$ cat src/rtl/cpu_mem_pkg.sv
// Shared types and defaults for the main-memory arbiter and its fill counter.
package cpu_mem_pkg;

  typedef enum logic [1:0] {
    IDLE  = 2'd0,
    ISSUE = 2'd1,
    DRAIN = 2'd2,
    WRITE = 2'd3
  } arb_state_t;

  localparam logic PORT_I = 1'b0;
  localparam logic PORT_D = 1'b1;

  localparam int DEF_BLOCK_WORDS = 8;
  localparam int DEF_MEM_LAT     = 4;

  // Byte address of the first word of the block containing addr.
  function automatic logic [15:0] block_base(input logic [15:0] addr, input int words);
    return addr & ~16'(2 * words - 1);
  endfunction

endpackage

$ cat src/rtl/fill_counter.sv
// Issue and return word counters for one block fill; wrap at BLOCK_WORDS.
module fill_counter import cpu_mem_pkg::*; #(
  parameter  int BLOCK_WORDS = DEF_BLOCK_WORDS,
  localparam int IDX_W       = $clog2(BLOCK_WORDS)
) (
  input  logic             clk,
  input  logic             rst,
  input  logic             clr,
  input  logic             issue_en,
  input  logic             ret_en,
  output logic [IDX_W-1:0] issue_cnt,
  output logic [IDX_W-1:0] ret_cnt,
  output logic             issue_last,
  output logic             ret_last
);

  logic [IDX_W-1:0] issue_q, issue_d;
  logic [IDX_W-1:0] ret_q, ret_d;

  always_comb begin
    issue_d = issue_q;
    ret_d   = ret_q;
    if (clr) begin
      issue_d = '0;
      ret_d   = '0;
    end else begin
      if (issue_en) begin
        issue_d = issue_q + IDX_W'(1);
      end else begin
        issue_d = issue_q;
      end
      if (ret_en) begin
        ret_d = ret_q + IDX_W'(1);
      end else begin
        ret_d = ret_q;
      end
    end
  end

  always_ff @(posedge clk) begin
    if (rst) begin
      issue_q <= '0;
      ret_q   <= '0;
    end else begin
      issue_q <= issue_d;
      ret_q   <= ret_d;
    end
  end

  assign issue_cnt  = issue_q;
  assign ret_cnt    = ret_q;
  assign issue_last = (issue_q == IDX_W'(BLOCK_WORDS - 1));
  assign ret_last   = (ret_q == IDX_W'(BLOCK_WORDS - 1));

endmodule

$ cat src/rtl/mem_arbiter.sv
// Arbitrates main memory between I-cache fills and D-cache fills/writes.
// Define MEM_ARB_RR_EN for round-robin arbitration instead of fixed D-over-I.
module mem_arbiter import cpu_mem_pkg::*; #(
  parameter  int MEM_LAT     = DEF_MEM_LAT,
  parameter  int BLOCK_WORDS = DEF_BLOCK_WORDS,
  localparam int IDX_W       = $clog2(BLOCK_WORDS)
) (
  input  logic             clk,
  input  logic             rst,
  input  logic             i_req,
  input  logic [15:0]      i_addr,
  input  logic             d_req,
  input  logic             d_we,
  input  logic [15:0]      d_addr,
  input  logic [15:0]      d_wdata,
  output logic [15:0]      fill_data,
  output logic             i_fill_valid,
  output logic [IDX_W-1:0] i_fill_idx,
  output logic             i_done,
  output logic             d_fill_valid,
  output logic [IDX_W-1:0] d_fill_idx,
  output logic             d_done,
  output logic             mem_en,
  output logic             mem_wr,
  output logic [15:0]      mem_addr,
  output logic [15:0]      mem_wdata,
  input  logic [15:0]      mem_rdata,
  input  logic             mem_rvalid
);

  if (MEM_LAT < 1) begin : g_lat_check
    $error("mem_arbiter: MEM_LAT must be at least 1");
  end

  arb_state_t       state_q, state_d;
  logic             owner_q, owner_d;
  logic [15:0]      base_q, base_d;
  logic             i_mask_q, d_mask_q;
  logic             i_act, d_act, grant_i, grant_d, idle;
  logic             cnt_clr, issue_en, ret_en, issue_last, ret_last;
  logic [IDX_W-1:0] issue_cnt, ret_cnt;

  // A port that completed last cycle is still holding req; mask it once.
  assign idle  = (state_q == IDLE);
  assign i_act = i_req & ~i_mask_q;
  assign d_act = d_req & ~d_mask_q;

`ifdef MEM_ARB_RR_EN
  logic last_q, last_d;

  always_comb begin
    grant_d = idle & d_act & (~i_act | (last_q == PORT_I));
    grant_i = idle & i_act & ~grant_d;
    if (grant_d) begin
      last_d = PORT_D;
    end else if (grant_i) begin
      last_d = PORT_I;
    end else begin
      last_d = last_q;
    end
  end

  always_ff @(posedge clk) begin
    if (rst) begin
      last_q <= PORT_I;
    end else begin
      last_q <= last_d;
    end
  end
`else
  assign grant_d = idle & d_act;
  assign grant_i = idle & i_act & ~d_act;
`endif

  fill_counter #(.BLOCK_WORDS(BLOCK_WORDS)) u_cnt (
    .clk       (clk),
    .rst       (rst),
    .clr       (cnt_clr),
    .issue_en  (issue_en),
    .ret_en    (ret_en),
    .issue_cnt (issue_cnt),
    .ret_cnt   (ret_cnt),
    .issue_last(issue_last),
    .ret_last  (ret_last)
  );

  always_comb begin
    state_d      = state_q;
    owner_d      = owner_q;
    base_d       = base_q;
    cnt_clr      = 1'b0;
    issue_en     = 1'b0;
    ret_en       = 1'b0;
    mem_en       = 1'b0;
    mem_wr       = 1'b0;
    mem_addr     = 16'h0000;
    mem_wdata    = 16'h0000;
    fill_data    = 16'h0000;
    i_fill_valid = 1'b0;
    i_fill_idx   = '0;
    i_done       = 1'b0;
    d_fill_valid = 1'b0;
    d_fill_idx   = '0;
    d_done       = 1'b0;
    case (state_q)
      IDLE: begin
        cnt_clr = grant_d | grant_i;
        if (grant_d && d_we) begin
          state_d = WRITE;
        end else if (grant_d || grant_i) begin
          owner_d = grant_d ? PORT_D : PORT_I;
          base_d  = block_base(grant_d ? d_addr : i_addr, BLOCK_WORDS);
          state_d = ISSUE;
        end else begin
          state_d = IDLE;
        end
      end
      ISSUE, DRAIN: begin
        if (state_q == ISSUE) begin
          mem_en   = 1'b1;
          mem_addr = base_q + 16'({issue_cnt, 1'b0});
          issue_en = 1'b1;
          state_d  = issue_last ? DRAIN : ISSUE;
        end else begin
          state_d = DRAIN;
        end
        // Returns are counted in both states; the last one ends the fill.
        if (mem_rvalid) begin
          ret_en    = 1'b1;
          fill_data = mem_rdata;
          if (owner_q == PORT_D) begin
            d_fill_valid = 1'b1;
            d_fill_idx   = ret_cnt;
            d_done       = ret_last;
          end else begin
            i_fill_valid = 1'b1;
            i_fill_idx   = ret_cnt;
            i_done       = ret_last;
          end
          if (ret_last) begin
            state_d = IDLE;
          end else begin
            state_d = state_d;
          end
        end else begin
          ret_en = 1'b0;
        end
      end
      WRITE: begin
        mem_en    = 1'b1;
        mem_wr    = 1'b1;
        mem_addr  = d_addr;
        mem_wdata = d_wdata;
        d_done    = 1'b1;
        state_d   = IDLE;
      end
      default: begin
        state_d = IDLE;
      end
    endcase
  end

  always_ff @(posedge clk) begin
    if (rst) begin
      state_q  <= IDLE;
      owner_q  <= PORT_I;
      base_q   <= 16'h0000;
      i_mask_q <= 1'b0;
      d_mask_q <= 1'b0;
    end else begin
      state_q  <= state_d;
      owner_q  <= owner_d;
      base_q   <= base_d;
      i_mask_q <= i_done;
      d_mask_q <= d_done;
    end
  end

endmodule

$ cat config.mk
export PLATFORM = sky130hd
export DESIGN_NAME = mem_arbiter
export DESIGN_NICKNAME = d
export VERILOG_FILES = /design/src/rtl/cpu_mem_pkg.sv /design/src/rtl/fill_counter.sv /design/src/rtl/mem_arbiter.sv
export SDC_FILE = /design/constraint.sdc
export NUM_CORES = 1
export LEC_CHECK = 0
export CAP_MARGIN = 5
export CORE_UTILIZATION = 37
export DETAILED_ROUTE_END_ITERATION = 8
export GPL_TIMING_DRIVEN = 0
export PLACE_DENSITY = 0.92
export SLEW_MARGIN = 5
export SYNTH_ARGS = -nofsm -noshare
export SYNTH_HDL_FRONTEND = slang
export SYNTH_SLANG_ARGS = --single-unit
$ cat constraint.sdc
create_clock -name clk -period 2.9 [get_ports clk]
set_clock_uncertainty 0.1 [all_clocks]
set_input_delay 0.58 -clock clk [delete_from_list [all_inputs] [get_ports clk]]
set_output_delay 0.58 -clock clk [all_outputs]
set_load 0.03 [all_outputs]
==> impl_metrics.env <==
export IMPL_outcome="completed"
export IMPL_gp_congestion=0.815
export IMPL_yosys_area_top_type="dfxtp_1"
export IMPL_period_minus_slack_ns=2.76
export IMPL_cts_made_buffers=3
export IMPL_antenna_found_initial=0
export IMPL_num_io_pins=130
export IMPL_worstHoldStart="u_cnt.issue_cnt[2]"
export IMPL_cp_num_buf_inv=3
export IMPL_synth_edf_count=0
export IMPL_cts_sinks=23
export IMPL_yosysWarnings=0
export IMPL_fillers=337
export IMPL_coreArea_sq_um=4380
export IMPL_max_freq_mhz=363
export IMPL_grt_pass1_wl_um=9790
export IMPL_cts_setup_buffers=0
export IMPL_path_common_cell="clkdlybuf4s50_1"
export IMPL_rr_worst_depth=6
export IMPL_min_path_cells=2
export IMPL_async_flop_share_pct=0
export IMPL_worst_ep_required_time_ns=2.22
export IMPL_cts_buffer_depth=2
export IMPL_worstHoldPathType="reg -> reg"
export IMPL_p_per_area_nw_per_um2=333
export IMPL_final_nets=408
export IMPL_avgRoutedWirePerCell_um=15.5
export IMPL_clkLatencyLatePin_ns=0.27
export IMPL_cp_top_family="buffers and inverters"
export IMPL_multiInputGateArea_sq_um=1130
export IMPL_fin_ws_ns=0.142
export IMPL_ys_top_cells_by_area="dfxtp_1 27%, a311oi_1 12%, mux2i_1 9.4%"
export IMPL_path_cells="clkdlybuf4s50_1 > clkbuf_2 > and3_1 > clkdlybuf4s50_1"
export IMPL_ant_nets=0
export IMPL_slew_viol_final=0
export IMPL_rows=24
export IMPL_drive_above_1_share_pct=8.51
export IMPL_ir_drop_uv=416
export IMPL_portBuffers=125
export IMPL_worst_hold_path_endpoint="u_cnt.issue_cnt[2]"
export IMPL_pre_cts_slack_ns=-0.293
export IMPL_crit_type="in -> out"
export IMPL_drc=0
export IMPL_maxCapViolCount=0
export IMPL_start_util_pct=38.8
export IMPL_synthTopCellsByCount="24 x a311oi_1, 24 x and2_1, 23 x dfxtp_1"
export IMPL_synth_seq_area_share_pct=27.1
export IMPL_drt_iter0_drc=114
export IMPL_path_clk_slew_ns=0.07
export IMPL_critPathMaxFanout=10
export IMPL_syn_avg_cell_area_sq_um=8.42
export IMPL_worstPathArrival_ns=2.08
export IMPL_die_h_um=69.8
export IMPL_grt_overflow=0
export IMPL_worst_pin_slew_ns=0.461
export IMPL_grt_pass1_vias=2089
export IMPL_syn2layout_area_growth_pct=80.6
export IMPL_htree_num_levels=1
export IMPL_fp_dieW_um=69.8
export IMPL_slowest_stage="clkdlybuf4s50_1"
export IMPL_vias_per_cell=5.37
export IMPL_routed_wl_um=5920
export IMPL_via_count=2045
export IMPL_root_buffer="clkbuf_8"
export IMPL_n_antenna_cell=0
export IMPL_fin_crit_sh_pct=95.1
export IMPL_rr_endpoint="state_q[0]"
export IMPL_seqCellArea_sq_um=460
export IMPL_worstSetupEndpointType="output port"
export IMPL_synth_top_area_share_pct=27.1
export IMPL_leakagePower_nw=1.51
export IMPL_ys_ff_latch=23
export IMPL_track_usage_pct=24.2
export IMPL_finalSetupViolations=0
export IMPL_dieArea_sq_um=4870
export IMPL_reg2reg_from="state_q[1]"
export IMPL_rsz0062_at_grt="false"
export IMPL_utilization_pct=70.1
export IMPL_dp_hpwl_um=4660
export IMPL_reg2reg_slack_ns=0.98
export IMPL_grt_max_degree=20
export IMPL_netlist_area_sq_um=1700
export IMPL_dr_pass1_iters=4
export IMPL_synth_distinct_cells=32
export IMPL_synth_flop_cell="dfxtp_1"
export IMPL_syn_num_nets=280
export IMPL_hold_slack_ns=0.456
export IMPL_slew_headroom_pct=69.3
export IMPL_hold_viol_final=0
export IMPL_max_stage_delay_ns=0.67
export IMPL_cts_tree="built"
export IMPL_startpoint_type="primary input"
export IMPL_syn_inst=202
==> registers in the layout (all words and copies together) (netlist names) <==
| name | count |
|---|---|
| u_cnt.ret_cnt | 3 |
| u_cnt.issue_cnt | 3 |
| owner_q | 1 |
| i_mask_q | 1 |
| state_q | 2 |
| d_mask_q | 1 |
| base_q | 12 |
==> area by class of cell <==
cell class / count / area share [%]
repair buffers: 125 / 40.7
multi-input cells: 154 / 36.9
flip-flops and latches: 23 / 15.0
plain buffers: 20 / 3.38
well taps: 52 / 2.12
clock buffers: 3 / 1.34
inverters: 3 / 0.367
clock inverters: 1 / 0.163
==> repair_timing <==
action | CTS | global route
endpoints found under the setup margin | 38 | 20
resized for setup | 36 | 12
endpoints found under the hold margin | 0 | 0
hold buffers | 0 | 0
==> layout by cell type (no fill, tap or decap), types with 7 or more instances in the layout <==
| master | n |
|---|---|
| a22oi_1 | 15 |
| a311oi_1 | 24 |
| and2_1 | 24 |
| and3_1 | 17 |
| clkbuf_2 | 8 |
| clkdlybuf4s50_1 | 92 |
| dfxtp_1 | 23 |
| dlygate4sd2_1 | 22 |
| dlymetal6s2s_1 | 10 |
| mux2i_1 | 16 |
| nor2_1 | 16 |
| nor3_1 | 7 |
==> cells by family after synthesis <==
family / count (synthesis) / share of synthesized area (%)
simple gates: 80 / 27.4
compound gates: 47 / 21.8
buf+inv: 25 / 6.48
flops: 23 / 27.1
mux: 17 / 10.3
fa+ha+maj: 8 / 5.89
xor+xnor: 2 / 1.03
==> how the worst max path moves through the flow <==
stage                    start            to  slack [ns]  cells after the start
floorplan           state_q[0]        d_done        0.38                      6
global placement    mem_rvalid        d_done       -0.28                      6
detailed placement  mem_rvalid        d_done       -0.29                      6
global route        state_q[0]  fill_data[3]        0.03                      5
CTS                 state_q[0]   mem_addr[3]       0.004                      6
finish              mem_rvalid  fill_data[4]        0.14                      4
==> through the flow <==
stage          cell area (sq um)  power, mW  TNS, ns  instances
6_report                    3070       1.02        0        381
4_1_cts                     3050       1.03        0        381
2_1_floorplan               1700      0.627        0        202
3_3_place_gp                3020      0.823    -3.15        379
5_1_grt                     3070       1.08        0        381
3_5_place_dp                3020      0.838    -3.83        379
==> power breakdown <==
| group | internal (mW) | leakage (nW) | switching, mW |
|---|---|---|---|
| Clock | 0.0959 | 0.0255 | 0.102 |
| Sequential | 0.344 | 0.189 | 0.0180 |
| Combinational | 0.220 | 1.30 | 0.245 |
==> worst register-to-register path, stage by stage (launching register included) <==
cell	delay, ns
dfxtp_1	0.32
inv_1	0.10
ha_1	0.22
buf_2	0.36
clkbuf_1	0.42
o21ai_0	0.19
a21oi_1	0.15
==> routing by layer <==
| layer | routed length, um | global-route usage (%) |
|---|---|---|
| met2 | 2900 | 41.7 |
| met1 | 2400 | 29.5 |
| met3 | 597 | 8.72 |
| met4 | 24 | 2.89 |
| met5 | 0 | 0 |
Power figures use the tool's default switching activity.
